--- src/rtl/receiver3b_pkg.sv ---
// Shared definitions for the 3-byte framed serial link (transmitter and receiver).
package receiver3b_pkg;

  typedef enum logic [1:0] {
    IDLE  = 2'd0,
    START = 2'd1,
    DATA  = 2'd2,
    STOP  = 2'd3
  } rx_state_e;

  localparam int FRAME_BITS      = 8;
  localparam int FRAMES_PER_WORD = 3;
  localparam int WORD_BITS       = FRAME_BITS * FRAMES_PER_WORD;

endpackage

--- src/rtl/receiver3b_rx_sync2.sv ---
// Two-flop synchronizer for an idle-high asynchronous line; resets to 1.
module rx_sync2 (
  input  logic clk,
  input  logic reset,
  input  logic d,
  output logic q
);

  logic meta;

  always_ff @(posedge clk) begin
    if (reset) begin
      meta <= 1'b1;
      q    <= 1'b1;
    end else begin
      meta <= d;
      q    <= meta;
    end
  end

endmodule

--- src/rtl/receiver3b.sv ---
// Oversampling receiver that reassembles three start/8-data/stop frames into one word.
// Optional inter-frame gap timeout is compiled in with RX_TIMEOUT_EN.
module receiver3b
  import receiver3b_pkg::*;
#(
  parameter int OVERSAMPLE   = 16,
  parameter int TIMEOUT_BITS = 32
) (
  input  logic                 baud_rate,
  input  logic                 reset,
  input  logic                 in,
  output logic [0:WORD_BITS-1] data,
  output logic                 data_received,
  output logic                 framing_error,
  output logic [1:0]           state_out
);

  localparam int TW = $clog2(OVERSAMPLE);
  localparam logic [TW-1:0] HALF_LAST = TW'(OVERSAMPLE / 2 - 1);
  localparam logic [TW-1:0] FULL_LAST = TW'(OVERSAMPLE - 1);
  localparam logic [4:0]    LAST_IDX  = 5'(WORD_BITS - 1);

  logic line;

  rx_sync2 u_sync (
    .clk   (baud_rate),
    .reset (reset),
    .d     (in),
    .q     (line)
  );

  rx_state_e              state_q, state_d;
  logic [TW-1:0]          tick_q, tick_d;
  logic [4:0]             bit_q, bit_d;
  logic [1:0]             frame_q, frame_d;
  logic                   armed_q, armed_d;
  logic [0:WORD_BITS-1]   word_q, word_d;
  logic [0:WORD_BITS-1]   data_q, data_d;
  logic                   done_q, done_d;
  logic                   ferr_q, ferr_d;

`ifdef RX_TIMEOUT_EN
  localparam int GAP_LIMIT = TIMEOUT_BITS * OVERSAMPLE;
  localparam int GW        = $clog2(GAP_LIMIT + 1);
  logic [GW-1:0] gap_q, gap_d;
`endif

  // data_received is a one-cycle valid strobe with no back-pressure; data holds until the next one.
  always_comb begin
    state_d = state_q;
    tick_d  = tick_q;
    bit_d   = bit_q;
    frame_d = frame_q;
    armed_d = armed_q;
    word_d  = word_q;
    data_d  = data_q;
    done_d  = 1'b0;
    ferr_d  = 1'b0;
    case (state_q)
      IDLE: begin
        tick_d = '0;
        if (line) begin
          armed_d = 1'b1;
        end else if (armed_q) begin
          state_d = START;
        end
      end
      START: begin
        if (tick_q == HALF_LAST) begin
          tick_d  = '0;
          state_d = line ? IDLE : DATA;
        end else begin
          tick_d = tick_q + 1'b1;
        end
      end
      DATA: begin
        if (tick_q == FULL_LAST) begin
          tick_d                   = '0;
          word_d[LAST_IDX - bit_q] = line;
          bit_d                    = bit_q + 5'd1;
          if (bit_q[2:0] == 3'(FRAME_BITS - 1)) state_d = STOP;
        end else begin
          tick_d = tick_q + 1'b1;
        end
      end
      STOP: begin
        if (tick_q == FULL_LAST) begin
          tick_d  = '0;
          state_d = IDLE;
          if (!line) begin
            ferr_d  = 1'b1;
            frame_d = '0;
            bit_d   = '0;
            armed_d = 1'b0;
          end else if (frame_q == 2'(FRAMES_PER_WORD - 1)) begin
            data_d  = word_q;
            done_d  = 1'b1;
            frame_d = '0;
            bit_d   = '0;
          end else begin
            frame_d = frame_q + 2'd1;
          end
        end else begin
          tick_d = tick_q + 1'b1;
        end
      end
      default: state_d = IDLE;
    endcase

`ifdef RX_TIMEOUT_EN
    // Gap only accrues while a partial word is parked in IDLE.
    gap_d = '0;
    if (state_q == IDLE && state_d == IDLE && frame_q != 2'd0) begin
      if (gap_q == GW'(GAP_LIMIT - 1)) begin
        ferr_d  = 1'b1;
        frame_d = '0;
        bit_d   = '0;
      end else begin
        gap_d = gap_q + 1'b1;
      end
    end
`endif
  end

  always_ff @(posedge baud_rate) begin
    if (reset) begin
      state_q <= IDLE;
      tick_q  <= '0;
      bit_q   <= '0;
      frame_q <= '0;
      armed_q <= 1'b0;
      word_q  <= '0;
      data_q  <= '0;
      done_q  <= 1'b0;
      ferr_q  <= 1'b0;
`ifdef RX_TIMEOUT_EN
      gap_q   <= '0;
`endif
    end else begin
      state_q <= state_d;
      tick_q  <= tick_d;
      bit_q   <= bit_d;
      frame_q <= frame_d;
      armed_q <= armed_d;
      word_q  <= word_d;
      data_q  <= data_d;
      done_q  <= done_d;
      ferr_q  <= ferr_d;
`ifdef RX_TIMEOUT_EN
      gap_q   <= gap_d;
`endif
    end
  end

  assign data          = data_q;
  assign data_received = done_q;
  assign framing_error = ferr_q;
  assign state_out     = state_q;

endmodule

--- config.mk ---
export PLATFORM = sky130hd
export DESIGN_NAME = receiver3b
export DESIGN_NICKNAME = d
export VERILOG_FILES = /design/src/rtl/receiver3b_pkg.sv /design/src/rtl/receiver3b_rx_sync2.sv /design/src/rtl/receiver3b.sv
export SDC_FILE = /design/constraint.sdc
export NUM_CORES = 1
export LEC_CHECK = 0
export CAP_MARGIN = 20
export CORE_ASPECT_RATIO = 1.75
export CORE_MARGIN = 2
export CORE_UTILIZATION = 55
export CTS_CLUSTER_SIZE = 8
export DETAILED_ROUTE_END_ITERATION = 7
export PLACE_DENSITY = 0.76
export RECOVER_POWER = 25
export SYNTH_ARGS = -nofsm -noshare
export SYNTH_HDL_FRONTEND = slang
export SYNTH_SLANG_ARGS = --single-unit
--- constraint.sdc ---
create_clock -name baud_rate -period 2.3 [get_ports baud_rate]
set_input_delay 0.23 -clock baud_rate [delete_from_list [all_inputs] [get_ports baud_rate]]
set_output_delay 0.23 -clock baud_rate [all_outputs]
set_load 0.05 [all_outputs]
==> Word-level counts from Yosys, hierarchy flattened <==
Cells that the tools add are included.
{ "word_totals": {"register_bits": 66, "input_bits": 3, "out_inout_bits": 28, "wordCells": 77} }
{ "classes": {"add_sub_neg": 4, "order_cmp": 2, "n_eq_ne": 16, "n_mux": 27, "bitwise_logic": 4, "reduce_logical": 13} }
{ "ops": {"columns": ["cell", "n"], "rows": [
  ["$bwmux W24", 1],
  ["$mux W5", 4],
  ["$mux W2", 9],
  ["$ne A2 B2 Y1 const B", 7],
  ["$pmux W4 S3", 1],
  ["$reduce_and A4 Y1", 3],
  ["$pmux W5 S2", 1],
  ["$mux W4", 2],
  ["$pmux W2 S4", 1],
  ["$eq A2 B2 Y1 const B", 3],
  ["$ge A6 B6 Y1 const B", 1],
  ["$lt A6 B1 Y1 const B", 1],
  ["$mux W1", 6],
  ["$not A5 Y6", 1],
  ["$reduce_and A6 Y1", 1],
  ["$add A5 B1 Y5 const B", 1],
  ["$demux W1 S5", 1],
  ["$sub A5 B5 Y5 const A", 1],
  ["$add A4 B1 Y4 const B", 1],
  ["$eq A4 B3 Y1 const B", 1],
  ["$eq A4 B4 Y1 const B", 1],
  ["$reduce_and A2 Y1", 2],
  ["$reduce_bool A2 Y1", 2],
  ["$reduce_or A4 Y1", 1],
  ["11 further kinds", 13]
]} }

==> Longest topological paths before layout <==
{ "logic_depth": {"ltp_word": 7, "ltp_mapped": 6, "mapped_depth_nobuf": 6} }

==> Cells and area by module <==
From an unflattened synthesis, not the netlist that was laid out.
{ "unflattened": {"hier_cells": 316, "area_unflattened_um2": 2750.1} }
{ "modules_own_cells": {"columns": ["module", "n_inst", "cells_per_inst", "area_per_inst_um2", "seq_area_each_um2"], "rows": [
  ["receiver3b", 1, 312, 2697.6, 1281.2],
  ["rx_sync2", 1, 4, 52.6, 40.0]
]} }

==> Worst setup path after synthesis <==
OpenSTA, ideal clock, no wires.
{ "synth_timing": {"path_kind": "register to register", "from": "reg (tool-made name)", "to": "reg data_q (netlist bit data[0])", "setup_ns": 0.128, "arrival_time_ns": 1.741, "t_required_ns": 2.172, "slack_ns": 0.432, "stages_incl_launch_ff": 6, "n_path_buf": 1, "period_less_slack_ns": 1.868, "cell_sequence": "dfxtp_1 > nand2_1 > nor3_4 > buf_8 > mux2i_1 > nor2_1"} }
{ "synth_rtl": {"columns": ["item", "line_no", "source"], "rows": [
  ["to (signal assigned)", "receiver3b.sv:146", "data_q <= data_d;"],
  ["to (decl)", "receiver3b.sv:38", "logic [0:WORD_BITS-1] data_q, data_d;"]
]} }

==> results.sh <==
export IMPL_dieArea_mm2=0.00565
export IMPL_ctsResizeCount=0
export IMPL_vias=2022
export IMPL_cts_tree="built"
export IMPL_yosysSeqAreaShare=0.476
export IMPL_fmax_mhz=496
export IMPL_synth_net_count=295
export IMPL_synth_flop_cell="dfxtp_1"
export IMPL_worst_pin_slew_ns=1.64
export IMPL_fin_util=0.660
export IMPL_violations="capacitance limit, slew limit"
export IMPL_crit_path_max_incr_delay_ns=0.88
export IMPL_rows=34
export IMPL_vdd_drop_max_mv=0.711
export IMPL_hold_depth=1
export IMPL_critPathCaptureType="output port"
export IMPL_min_period_over_period=0.877
export IMPL_synth_edf_count=0
export IMPL_overflow=0
export IMPL_die_x_um=57.7
export IMPL_synth_common_cells="66 x dfxtp_1, 56 x nor2_1, 48 x mux2i_1, 28 x nor3_1, 9 x clkbuf_1"
export IMPL_root_buffer="clkbuf_8"
export IMPL_dp_cells=357
export IMPL_drt_initial_drc_count=68
export IMPL_grt_max_degree=36
export IMPL_power_leakage_nw=1.09
export IMPL_crit_required_ns=2.07
export IMPL_syn_area_per_cell_um2=9.70
export IMPL_syn_to_final_growth_pct=17.4
export IMPL_antennaDiodeCount=0
export IMPL_die_h_um=97.9
export IMPL_coreArea_mm2=0.00493
export IMPL_synth_most_common_cell="dfxtp_1"
export IMPL_seqCellArea_mm2=0.00132
export IMPL_ant_nets=0
export IMPL_ys_ff_latch=66
export IMPL_drive_above_1_share=0.0909
export IMPL_dr_pass1_iters=4
export IMPL_grt_use_total=0.206
export IMPL_port_buffers=30
export IMPL_final_period_minus_worst_setup_slack_ns=2.02
export IMPL_yosys_warnings=0
export IMPL_reg2reg_depth=6
export IMPL_routedWlPerCell_um=14.0
export IMPL_fill_cells=398
export IMPL_post_cts_setup_buffer_count=0
export IMPL_wl_met3_um=150
export IMPL_dr_max_layer_used="met4"
export IMPL_crit_buf_inv=1
export IMPL_crit_path_top_delay_cell="clkdlybuf4s50_1"
export IMPL_syn_inst=286
export IMPL_skew_ns=0.00496
export IMPL_cts_made_buffers=9
export IMPL_antenna_found_initial=0
export IMPL_rsz0062_at_grt="no"
export IMPL_hold_buffers=0
export IMPL_slew_violations=35
export IMPL_hpwl_um=3680
export IMPL_cts_buffer_depth=2
export IMPL_clk_latency_ns=0.33
export IMPL_htreeDepth=3
export IMPL_relSlewSlack=-0.0937
export IMPL_yosysUniqueCellTypes=39
export IMPL_hold_class="reg2reg"
export IMPL_drv_cap=1
export IMPL_grt_pass1_wl_um=9050
export IMPL_routed_wl_um=5230
export IMPL_netlist_area_leader_share=0.476
export IMPL_syn_cell_area_mm2=0.00277
export IMPL_nets=323
export IMPL_cts_sinks=66
export IMPL_multi_input_area_mm2=0.00132
export IMPL_wl_met2_um=2750
export IMPL_ioPinCount=31
export IMPL_gp_congestion=0.830
export IMPL_power_density_mw_per_mm2=639
export IMPL_crit_family="buffers and inverters"
export IMPL_cp_depth=1
export IMPL_critPathLaunchType="flip-flop"
export IMPL_cp_cell_sequence="clkdlybuf4s50_1"
export IMPL_avgViaCountPerCell=5.42
export IMPL_critPathMaxFanout=13
export IMPL_crit_arrival_ns=1.79
export IMPL_clk_pin_slew_ns=0.07
export IMPL_criticalPathCategory="reg2out"
export IMPL_status="finished, violations left"
export IMPL_synth_top_cell_by_area="dfxtp_1"
export IMPL_setup_tns_ns=0
export IMPL_grt_pass1_vias=1966
export IMPL_hold_viol=0
export IMPL_synth_area_leaders="dfxtp_1 48%, mux2i_1 17%, nor2_1 7.6%"
export IMPL_synth_async_reset_ratio=0
export IMPL_finalSetupViolations=0
export IMPL_drc=0
export IMPL_instances_no_fill=373
export IMPL_drt_met1_wl_um=2250
export IMPL_initial_core_util=0.562
## placed cells by master, fill, tap and decap left out, types with 2 or more instances in the layout
cell type        instances
buf_4                    4
a21oi_1                  6
mux2i_1                 48
clkdlybuf4s50_1         19
nor2b_1                  3
or2_2                    2
nand2_1                  7
nor2_1                  56
clkinvlp_4               4
nand3_1                  5
dfxtp_1                 66
clkbuf_8                11
a22oi_1                  2
o21ai_0                  3
clkbuf_1                 2
ha_1                     6
inv_1                    3
or3_1                    3
nor3_1                  29
nand3b_1                 7
xnor2_1                  2
dlygate4sd3_1           10
or3b_2                   3
## cell type report
cell class                 count  area share
multi-input combinational    198       0.405
clock buffer                  11      0.0465
sequential                    66       0.406
inverter                       3     0.00346
timing repair buffer          36       0.107
tap                           54      0.0208
clock inverter                 5      0.0119
## where the power goes
| part | switching [mW] | total (mW) | internal (mW) |
|---|---|---|---|
| logic | 0.0281 | 0.0418 | 0.0137 |
| clock network | 0.436 | 0.887 | 0.451 |
| registers | 0.00517 | 1.15 | 1.15 |
## state kept, by name, summed over array words and instances, names as in the netlist, 2 cells and up, named ones only
name	count
bit_q	5
data	24
frame_q	2
tick_q	4
word_q	24
## through the flow
| step | setup slack (ns) | cell area (µm²) | hold slack (ns) | power, mW |
|---|---|---|---|---|
| 4_1_cts | 0.194 | 3280 | 0.394 | 2.11 |
| 6_report | 0.284 | 3260 | 0.411 | 2.08 |
| 3_5_place_dp | 0.435 | 3090 | 0.398 | 1.22 |
| 2_1_floorplan | 0.432 | 2770 | 0.334 | 1.21 |
| 5_1_grt | 0.124 | 3260 | 0.429 | 2.16 |
| 3_3_place_gp | 0.525 | 3090 | 0.401 | 1.22 |
## worst paths after layout
kind | start | end | slack (ns)
worst max-delay path | flip-flop | state_out[1] | 0.28
worst min register to register | u_sync.meta$_SDFF_PP1_ | u_sync.q$_SDFF_PP1_ | 0.41
worst min-delay path | u_sync.meta$_SDFF_PP1_ | u_sync.q$_SDFF_PP1_ | 0.41
worst max register to register | tick_q[0]$_SDFF_PP0_ | bit_q[1]$_SDFFE_PP0P_ | 0.30
## metal layers
layer,up-vias,GRT usage
met5,-,0
met3,6,0.0596
met2,31,0.341
met4,0,0.104
li1,1043,-
met1,942,0.237
## cells by family (layout without fill, tap and decap cells)
family | count (synthesis) | after routing | synth area share
mux | 48 | 48 | 0.173
fa+ha+maj | 6 | 6 | 0.0271
flops | 66 | 66 | 0.476
buf+inv | 22 | 55 | 0.0406
xor+xnor | 3 | 3 | 0.00947
compound gates | 18 | 18 | 0.0429
simple gates | 123 | 123 | 0.230
Power figures use the tool's default switching activity.
